**config.mk**
```make
export PLATFORM = sky130hd
export DESIGN_NAME = fetch_unit
export DESIGN_NICKNAME = d
export VERILOG_FILES = /design/src/rtl/riscv_pkg.sv /design/src/rtl/fetch_fifo.sv /design/src/rtl/fetch_unit.sv
export SDC_FILE = /design/constraint.sdc
export NUM_CORES = 1
export LEC_CHECK = 0
export CORE_MARGIN = 1
export CORE_UTILIZATION = 54
export DETAILED_ROUTE_END_ITERATION = 7
export GPL_TIMING_DRIVEN = 1
export HOLD_SLACK_MARGIN = 0.05
export PLACE_DENSITY = 0.78
export SLEW_MARGIN = 20
export SYNTH_ARGS = -nofsm -noshare
export SYNTH_HDL_FRONTEND = slang
export SYNTH_SLANG_ARGS = --single-unit
export TNS_END_PERCENT = 50
```
**constraint.sdc**
```tcl
create_clock -name clk -period 6.8 [get_ports clk]
set_input_delay 1.36 -clock clk [delete_from_list [all_inputs] [get_ports clk]]
set_output_delay 1.36 -clock clk [all_outputs]
set_load 0.01 [all_outputs]
```
**src/rtl/riscv_pkg.sv**
```systemverilog
// Shared core types: data width, instruction size and the fetch buffer entry.
package riscv_pkg;
    localparam int XLEN        = 32;
    localparam int INSTR_BYTES = 4;

    typedef struct packed {
        logic [XLEN-1:0] pc;
        logic [XLEN-1:0] instr;
    } fetch_entry_t;
endpackage

```
**src/rtl/fetch_fifo.sv**
```systemverilog
// In-order instruction buffer: synchronous FIFO of fetch entries with a flush.
// Pointers carry one extra MSB so full and empty can be told apart.
module fetch_fifo
    import riscv_pkg::*;
#(
    parameter int DEPTH = 4,
    localparam int AW = $clog2(DEPTH),
    localparam int CW = AW + 1
) (
    input  logic         clk,
    input  logic         reset,
    input  logic         push,
    input  logic         pop,
    input  logic         flush,
    input  fetch_entry_t din,
    output fetch_entry_t head,
    output logic         full,
    output logic         empty,
    output logic [CW-1:0] count
);
    logic [CW-1:0] wr_ptr;
    logic [CW-1:0] rd_ptr;
    fetch_entry_t  mem [DEPTH];

    always_ff @(posedge clk) begin
        if (reset || flush) begin
            wr_ptr <= '0;
            rd_ptr <= '0;
        end else begin
            if (push) wr_ptr <= wr_ptr + CW'(1);
            if (pop)  rd_ptr <= rd_ptr + CW'(1);
        end
    end

    // Storage needs no reset; only the pointers define validity.
    always_ff @(posedge clk) begin
        if (push && !flush) mem[wr_ptr[AW-1:0]] <= din;
    end

    assign count = wr_ptr - rd_ptr;
    assign full  = (count == CW'(DEPTH));
    assign empty = (wr_ptr == rd_ptr);
    assign head  = mem[rd_ptr[AW-1:0]];
endmodule

```
**src/rtl/fetch_unit.sv**
```systemverilog
// Instruction-fetch front end: sequential PC generation, credit-limited requests,
// in-order buffering, and redirect flush with dropping of old-path responses.
module fetch_unit
    import riscv_pkg::*;
#(
    parameter logic [31:0] RESET_PC = 32'h0000_0000,
    parameter int          DEPTH    = 4
) (
    input  logic        clk,
    input  logic        reset,
    output logic        imem_req_valid,
    input  logic        imem_req_ready,
    output logic [31:0] imem_req_addr,
    input  logic        imem_rsp_valid,
    input  logic [31:0] imem_rsp_data,
    input  logic        redirect_valid,
    input  logic [31:0] redirect_pc,
    output logic        dec_valid,
    input  logic        dec_ready,
    output logic [31:0] dec_instr,
    output logic [31:0] dec_pc
);
    localparam int CW = $clog2(DEPTH) + 1;

    logic [XLEN-1:0] fetch_pc;
    logic [XLEN-1:0] resp_pc;
    logic [XLEN-1:0] redirect_aligned;
    logic [CW-1:0]   out_cnt;
    logic [CW-1:0]   drop_cnt;
    logic [CW-1:0]   occupancy;
    logic [CW:0]     credit_used;
    logic            req_fire;
    logic            push;
    logic            pop;
    logic            fifo_full;
    logic            fifo_empty;
    fetch_entry_t    fifo_din;
    fetch_entry_t    fifo_head;

    assign redirect_aligned = redirect_pc & ~XLEN'(3);

    // Buffered plus in-flight words never exceed DEPTH, so a kept response always fits.
    assign credit_used    = {1'b0, occupancy} + {1'b0, out_cnt};
    assign imem_req_valid = !reset && !redirect_valid && (credit_used < (CW+1)'(DEPTH));
    assign imem_req_addr  = fetch_pc;
    assign req_fire       = imem_req_valid && imem_req_ready;

    assign push      = imem_rsp_valid && (drop_cnt == '0) && !redirect_valid && !fifo_full;
    assign dec_valid = !fifo_empty && !redirect_valid;
    assign pop       = dec_valid && dec_ready;
    assign dec_instr = fifo_head.instr;
    assign dec_pc    = fifo_head.pc;
    assign fifo_din  = '{pc: resp_pc, instr: imem_rsp_data};

    fetch_fifo #(.DEPTH(DEPTH)) u_fifo (
        .clk   (clk),
        .reset (reset),
        .push  (push),
        .pop   (pop),
        .flush (redirect_valid),
        .din   (fifo_din),
        .head  (fifo_head),
        .full  (fifo_full),
        .empty (fifo_empty),
        .count (occupancy)
    );

    always_ff @(posedge clk) begin
        if (reset) begin
            fetch_pc <= RESET_PC;
            resp_pc  <= RESET_PC;
            out_cnt  <= '0;
            drop_cnt <= '0;
        end else begin
            out_cnt <= out_cnt + CW'(req_fire) - CW'(imem_rsp_valid);
            if (redirect_valid) begin
                // Everything still outstanding belongs to the old path.
                fetch_pc <= redirect_aligned;
                resp_pc  <= redirect_aligned;
                drop_cnt <= out_cnt - CW'(imem_rsp_valid);
            end else begin
                if (req_fire) fetch_pc <= fetch_pc + XLEN'(INSTR_BYTES);
                if (push)     resp_pc  <= resp_pc + XLEN'(INSTR_BYTES);
                if (imem_rsp_valid && (drop_cnt != '0)) drop_cnt <= drop_cnt - CW'(1);
            end
        end
    end
endmodule

```
==> impl_summary.txt, run 1 <==
----------------------------------------------------
[Pwr]
  Final total power ... 4.37 mW
  Maximum ir drop on the vdd rail ... 167 µV
  Leak pwr ... 5.20 nW
  PD cells ... 272 mW/mm²

[Cells and area]
  Fraction of layout instances using a drive strength above 1 ... 14.4%
  Highest-count cells in the layout ignoring fill and taps ... sky130_fd_sc_hd__edfxtp_1, sky130_fd_sc_hd__clkdlybuf4s50_1, sky130_fd_sc_hd__dfxtp_1, sky130_fd_sc_hd__mux4_2, sky130_fd_sc_hd__xor2_1
  Count of inserted antenna diode cells ... 0
  Synthesis-to-layout area growth ... 23.4%
  Leading cell type in the layout, fill and taps excluded ... sky130_fd_sc_hd__edfxtp_1
  Register cell area after layout ... 0.00893 mm²
  Fin nets ... 1,042
  Final-layout fill cell count ... 1,614
  Final cell utilization of the core ... 68.3%
  Multi-input logic area ... 0.00387 mm²

[Setup path]
  Maximum fanout along the worst path ... 4
  Startpoint type of the worst setup path ... register
  Critical Path RT ... 5.44 ns
  Kind of capture point of the worst setup path ... output pin
  Start-to-end type of the worst setup path ... register to output pin
  Setup slack on the worst flop-to-flop path ... 2.94 ns
  Data arrival time of the worst path ... 3.44 ns

[Timing]
  Worst setup skew after layout ... 0.0129 ns
  Crit share post-route ... 70.6%
  Setup repair after global routing missed its margin ... no
  Transition time at the pin with the least slew margin ... 1.08 ns
  Smallest setup slack after layout ... 2.00 ns
  Achievable clock frequency ... 208 MHz
  # setup viols final ... 0
  Accumulated negative setup slack ... 0 ns
  Worst-case headroom to the max-slew limit ... 27.3%
  Min cycle time layout ... 4.80 ns
  Final hold violation count ... 0
  Count of final max-slew check failures ... 0

[Global route]
  First-pass GRT wire length ... 40,700 µm
  Largest net degree at the start of global routing ... 78
  Total GRT Usage ... 21.8%
  Total congestion overflow after global routing ... 0
  Initial antenna violation count ... 1
  Via count of the first global-routing pass ... 7,381

[CTS]
  Number of hold buffers added after cts ... 0
  Max Buffers Root-to-Sink ... 3
  Reg clk slew, reported paths ... 0.06 ns
  Gates resized, CTS repair ... 0
  TritonCTS Sinks ... 322
  # H-tree levels ... 1
  Clock root buffer master ... sky130_fd_sc_hd__clkbuf_16
  Number of buffers added by the clock tree synthesis step ... 31
  Clock tree from TritonCTS ... built
  Worst-skew pair later-pin latency ... 0.54 ns
  Number of buffers inserted by post-CTS setup repair ... 0

[Die]
  Vertical die dimension ... 157 µm
  Effective utilization at floorplan ... 55.4%
  FP Rows ... 56
  Core region area ... 0.0235 mm²
  Die boundary width ... 157 µm
  Die Outline Area ... 0.0248 mm²
  I/O pin count ... 168

[Placed design]
  Dpl ws ... 2.09 ns
  Weighted congestion reported at the end of routability-driven placement ... 0.817
  Buffers added on ports ... 161
  Half-perimeter wire length after detailed placement ... 16,800 µm

[Synth]
  Number of register bits inferred by synthesis ... 322
  Syn_area_per_cell ... 16.6 µm²
  Count of cell types in the netlist ... 48
  Commonest register cell after synthesis ... sky130_fd_sc_hd__edfxtp_1
  Synthesis Warnings ... 0
  Number of cells produced by synthesis ... 784
  Sequential element share of the synthesized area ... 68.5%
  Cell area after synthesis ... 0.0130 mm²
  Number of synthesized flops with an enable pin ... 248
  Fraction of registers with async set/reset ... 0%

[Route]
  Via density ... 5.65
  Final antenna-violating net count ... 0
  Detailed-router iteration count before antenna repair ... 5
  Wire length per cell ... 20.4 µm
  Number of vias after detailed routing ... 7,325
  Final WL ... 26,400 µm
  Number of DRC markers after the initial detailed-route iteration ... 441
  DRC Markers ... 0

[Run]
  Max-cap violations ... 0

[Outcome]
  Outcome ... finished clean

[Min path]
  Hold WC Path Type ... register to register

----------------------------------------------------
## registers in the layout, indices dropped and copies added, names as in the netlist, named ones only
register and cells:
u_fifo.mem 248, imem_req_addr 30, resp_pc 30, drop_cnt 3, out_cnt 3, u_fifo.rd_ptr 3
u_fifo.wr_ptr 3
## synth_stat cells (all sizes together), types with 2 or more instances
master	n	area (µm²)
a211oi	6	50.1
a21boi	43	323
a21oi	12	60.1
a31oi	3	18.8
and2	3	18.8
and3	10	62.6
and4	5	43.8
buf	16	96.3
clkbuf	25	93.8
dfxtp	74	1480
edfxtp	248	7450
fa	2	40.0
ha	17	213
inv	17	63.8
mux2i	3	30.0
mux4	62	1400
nand2	24	90.1
nand3	21	110
nand4	39	244
nor2	19	71.3
nor2b	3	18.8
nor3	10	65.1
nor4	6	43.8
o21a	29	218
o21ai	6	30.0
o31a	3	26.3
or2	2	12.5
xnor2	15	131
xor2	48	420
## path summary, 6_finish.rpt
kind / cells after the start / start / endpoint
max reg2reg: 16 / u_fifo.wr_ptr[0] / out_cnt[2]
max: 9 / u_fifo.wr_ptr[0] / imem_req_valid
min: 2 / u_fifo.rd_ptr[1] / register
min reg2reg: 2 / u_fifo.rd_ptr[1] / register
## worst max-delay path: stages, from the launching register on
cell,delay (ns)
sky130_fd_sc_hd__dfxtp_1,0.35
sky130_fd_sc_hd__inv_1,0.13
sky130_fd_sc_hd__ha_1,0.15
sky130_fd_sc_hd__inv_1,0.04
sky130_fd_sc_hd__fa_1,0.36
sky130_fd_sc_hd__xnor3_1,0.30
sky130_fd_sc_hd__ha_1,0.25
sky130_fd_sc_hd__or3_1,0.44
sky130_fd_sc_hd__nor3_1,0.28
sky130_fd_sc_hd__clkdlybuf4s50_1,0.59
## logic make-up after synthesis
| family | count (synthesis) | share of synthesized area [%] |
|---|---|---|
| buffers and inverters | 59 | 1.98 |
| multiplexers | 65 | 10.9 |
| AND/OR/NAND/NOR | 149 | 6.44 |
| AO/OA/AOI/OAI | 105 | 5.76 |
| flip-flops | 322 | 68.5 |
| other | 1 | 0.0288 |
| XOR/XNOR | 64 | 4.41 |
| adder cells (fa/ha/maj) | 19 | 1.94 |
## metal layers
metal  vias up  global-route usage [%]  wire, µm
li1       3392                       -         -
met1      3668                    29.4     11300
met2       241                    37.0     13100
met3        24                    3.63      1630
met4         0                    5.41       382
met5         -                       0         0
## area by class of cell
cell class                 instances  share of cell area [%]
clock buffer                      36                    4.94
timing repair buffer             174                    10.9
inverter                          18                   0.420
multi-input combinational        406                    24.1
sequential                       322                    55.6
clock inverter                    21                    1.65
tap                              319                    2.48
## stage by stage
stage                     area, µm²  hold WS [ns]  std cells
after global placement        15000         0.499       1239
after detailed placement      15000         0.518       1239
after global routing          16100         0.554       1296
after CTS                     16100         0.527       1296
final                         16100         0.510       1296
after floorplan               13000         0.467        787
## power by group
group | total (mW) | switching, mW | internal [mW]
combinational | 0.352 | 0.167 | 0.185
sequential | 2.25 | 0.0611 | 2.19
clock | 1.77 | 0.708 | 1.06
total | 4.37 | 0.936 | 3.44
(Power assumes the default switching activity.)
==> inputs of run 2 (changes only) <==
CORE_UTILIZATION = 50   (was 54)
PLACE_DENSITY = 0.76   (was 0.78)
clock period = 4.4 ns   (was 6.8 ns; I/O delays follow)
==> run 2 against run 1 <==
Against the previous run:
- combinational power grew 59%
- via count grew 1.1%
- first-iteration DRC count up 15%
- design area grew 1.3%
- total power grew 57%
- non-clock buffer count up 12
- utilization is 4.2 points lower
- critical path depth unchanged
- clock skew grew 0.0068 ns
- final cell count rose by 2.2%
- critical path type unchanged
- largest power group unchanged
==> impl_summary.txt, run 2 (same netlist as run 1, synthesis figures left out) <==
----------------------------------------------------
[CTS]
  Clock tree from TritonCTS ... built
  Reg clk slew, reported paths ... 0.06 ns (about the same)
  # H-tree levels ... 2 (+1)
  Number of buffers added by the clock tree synthesis step ... 34 (+9.7%)
  Worst-skew pair later-pin latency ... 0.51 ns (-0.03 ns)
  TritonCTS Sinks ... 322 (unchanged)
  Clock root buffer master ... sky130_fd_sc_hd__clkbuf_16
  Max Buffers Root-to-Sink ... 3 (unchanged)
  Number of hold buffers added after cts ... 0 (unchanged)
  Number of buffers inserted by post-CTS setup repair ... 0 (unchanged)

[Die]
  Core region area ... 0.0254 mm² (+7.9%)
  I/O pin count ... 168 (unchanged)
  Effective utilization at floorplan ... 51.3% (-4.0 points)
  FP Rows ... 58 (+3.6%)
  Vertical die dimension ... 163 µm (+3.9%)
  Die Outline Area ... 0.0267 mm² (+7.9%)
  Die boundary width ... 163 µm (+3.9%)

[Min path]
  Hold WC Path Type ... register to register
  Instance count along the most critical hold path ... 2 (unchanged)

[Cells and area]
  Synthesis-to-layout area growth ... 25.0%
  Max reg flops ... 248 (unchanged)
  Cell Count, Final, Fillers Out ... 1,325 (+2.2%)
  Fin nets ... 1,057 (+1.4%)
  Fraction of layout instances using a drive strength above 1 ... 15.9% (+1.5 points)
  Highest-count cells in the layout ignoring fill and taps ... sky130_fd_sc_hd__edfxtp_1, sky130_fd_sc_hd__clkdlybuf4s50_1, sky130_fd_sc_hd__dfxtp_1, sky130_fd_sc_hd__mux4_2, sky130_fd_sc_hd__xor2_1
  Leading cell type in the layout, fill and taps excluded ... sky130_fd_sc_hd__edfxtp_1
  Post-route cell area ... 0.0163 mm² (+1.3%)
  Final cell utilization of the core ... 64.1% (-4.2 points)

[Setup path]
  Kind of capture point of the worst setup path ... output pin
  Critical Path RT ... 3.52 ns (-1.92 ns)
  Maximum fanout along the worst path ... 4 (unchanged)
  Startpoint type of the worst setup path ... register
  Stage delay of the slowest cell on the critical path ... 0.57 ns (-0.02 ns)
  Start-to-end type of the worst setup path ... register to output pin
  Cell with the largest stage delay on the worst path ... sky130_fd_sc_hd__clkdlybuf4s50_1
  Cell count of the worst reg-to-reg path ... 17 (+1)
  Setup slack on the worst flop-to-flop path ... 0.73 ns (-2.21 ns)
  Data arrival time of the worst path ... 3.33 ns (-0.11 ns)
  Crit path cell chain ... inv_1 -> ha_1 -> inv_1 -> fa_1 -> xnor3_1 -> ha_1 -> or3_1 -> nor3_2 -> clkdlybuf4s50_1

[Route]
  Number of vias after detailed routing ... 7,408 (+1.1%)
  Number of DRC markers after the initial detailed-route iteration ... 509 (+15%)
  DRC Markers ... 0 (unchanged)
  Via density ... 5.59 (-1.1%)
  Wire length per cell ... 20.5 µm (+0.75%)
  Detailed-router iteration count before antenna repair ... 4 (-1)
  Final antenna-violating net count ... 0 (unchanged)
  Final WL ... 27,200 µm (+3.0%)

[Timing]
  Worst setup skew after layout ... 0.0197 ns (+0.00681 ns)
  Transition time at the pin with the least slew margin ... 1.06 ns (-0.0250 ns)
  Accumulated negative setup slack ... 0 ns (unchanged)
  # setup viols final ... 0 (unchanged)
  Final hold violation count ... 0 (unchanged)
  Worst slack on hold paths ... 0.525 ns (+0.0148 ns)
  Setup repair after global routing missed its margin ... no
  Crit share post-route ... 95.7%
  Min cycle time layout ... 4.21 ns
  Worst-case headroom to the max-slew limit ... 29.1% (+1.8 points)
  Achievable clock frequency ... 237 MHz
  Count of final max-slew check failures ... 0 (unchanged)

[Global route]
  Total GRT Usage ... 21.0% (-0.77 points)
  First-pass GRT wire length ... 42,400 µm (+4.1%)
  Initial antenna violation count ... 1 (unchanged)
  Global Route met2 Usage ... 35.2% (-1.8 points)
  Total congestion overflow after global routing ... 0 (unchanged)
  Layer carrying the most global-route usage ... met2
  Met1 track demand over resource ... 27.3% (-2.1 points)
  Global-route met3 utilization ... 4.49% (+0.86 points)
  Via count of the first global-routing pass ... 7,581 (+2.7%)
  Largest net degree at the start of global routing ... 58 (-26%)

[Run]
  Max-cap violations ... 0 (unchanged)

[Placed design]
  Area of placed instances ... 0.0151 mm² (+0.81%)
  Half-perimeter wire length after detailed placement ... 17,500 µm (+4.5%)
  Weighted congestion reported at the end of routability-driven placement ... 0.831 (+1.7%)
  Number of placed instances, taps included ... 1,262 (+1.9%)
  Buffers added on ports ... 161 (unchanged)

[Outcome]
  Outcome ... finished clean

[Pwr]
  Leak pwr ... 5.32 nW (+2.3%)
  Maximum ir drop on the vdd rail ... 266 µV (+59%)
  PD cells ... 423 mW/mm² (+55%)

----------------------------------------------------
## run 2: cell count changes in the layout (fill, tap and decap cells not counted), moves of 2 or more
| cell | delta |
|---|---|
| sky130_fd_sc_hd__buf_4 | +11 |
| sky130_fd_sc_hd__clkbuf_16 | +6 |
| sky130_fd_sc_hd__clkbuf_8 | +5 |
| sky130_fd_sc_hd__bufinv_16 | -4 |
| sky130_fd_sc_hd__and3_2 | -3 |
| sky130_fd_sc_hd__and3_4 | +3 |
| sky130_fd_sc_hd__clkinvlp_4 | -3 |
| sky130_fd_sc_hd__clkbuf_1 | +2 |
| sky130_fd_sc_hd__clkinv_1 | -2 |
| sky130_fd_sc_hd__clkinv_2 | +2 |
## run 2: critical path: cells and delay by family (launching register included)
kind	cells	cell delay, ns
XOR/XNOR	1	0.25
flip-flops	1	0.36
AND/OR/NAND/NOR	2	0.66
adder cells (fa/ha/maj)	3	0.81
buffers and inverters	3	0.74
## run 2: what timing repair did
action | in CTS | in global routing
endpoints found under the hold margin | 0 | 0
gates resized for setup | 0 | 1
setup endpoints to repair | 0 | 1
## run 2: where the power goes
| part | total, mW | internal, mW | switching, mW |
|---|---|---|---|
| Clock | 2.85 | 1.73 | 1.12 |
| Sequential | 3.48 | 3.38 | 0.0912 |
| Combinational | 0.560 | 0.297 | 0.263 |
## run 2: path summary, 6_finish.rpt
kind,startpoint,end
max reg2reg,u_fifo.wr_ptr[0],out_cnt[2]
min,u_fifo.rd_ptr[1],register
max,u_fifo.wr_ptr[0],imem_req_valid
min reg2reg,u_fifo.rd_ptr[1],register
## run 2: cell type report
type	count	area (µm²)
diodes	1	2.50
clock buffers	49	1020
clock inverters	13	114
fillers	1866	9110
inverters	18	67.6
multi-input cells	406	3890
flip-flops and latches	322	8930
well taps	330	413
repair buffers	186	1850
## run 2: stage by stage
step,total power [mW],worst slack [ns]
global placement,4.08,0.706
detailed placement,4.10,0.682
global route,7.12,0.0752
floorplan,3.80,0.781
finish,6.88,0.188
CTS,6.95,0.0985
## run 2: layer usage
layer / up-vias / routed length [µm]
met2: 211 / 13600
met1: 3711 / 11400
met5: - / 0
met4: 0 / 711
met3: 43 / 1500
li1: 3443 / -
==> inputs of run 3 (changes only) <==
TNS_END_PERCENT = default   (was 50)
==> results of run 3 <==
The final DEF is identical to that of run 2; final timing and power are the same.
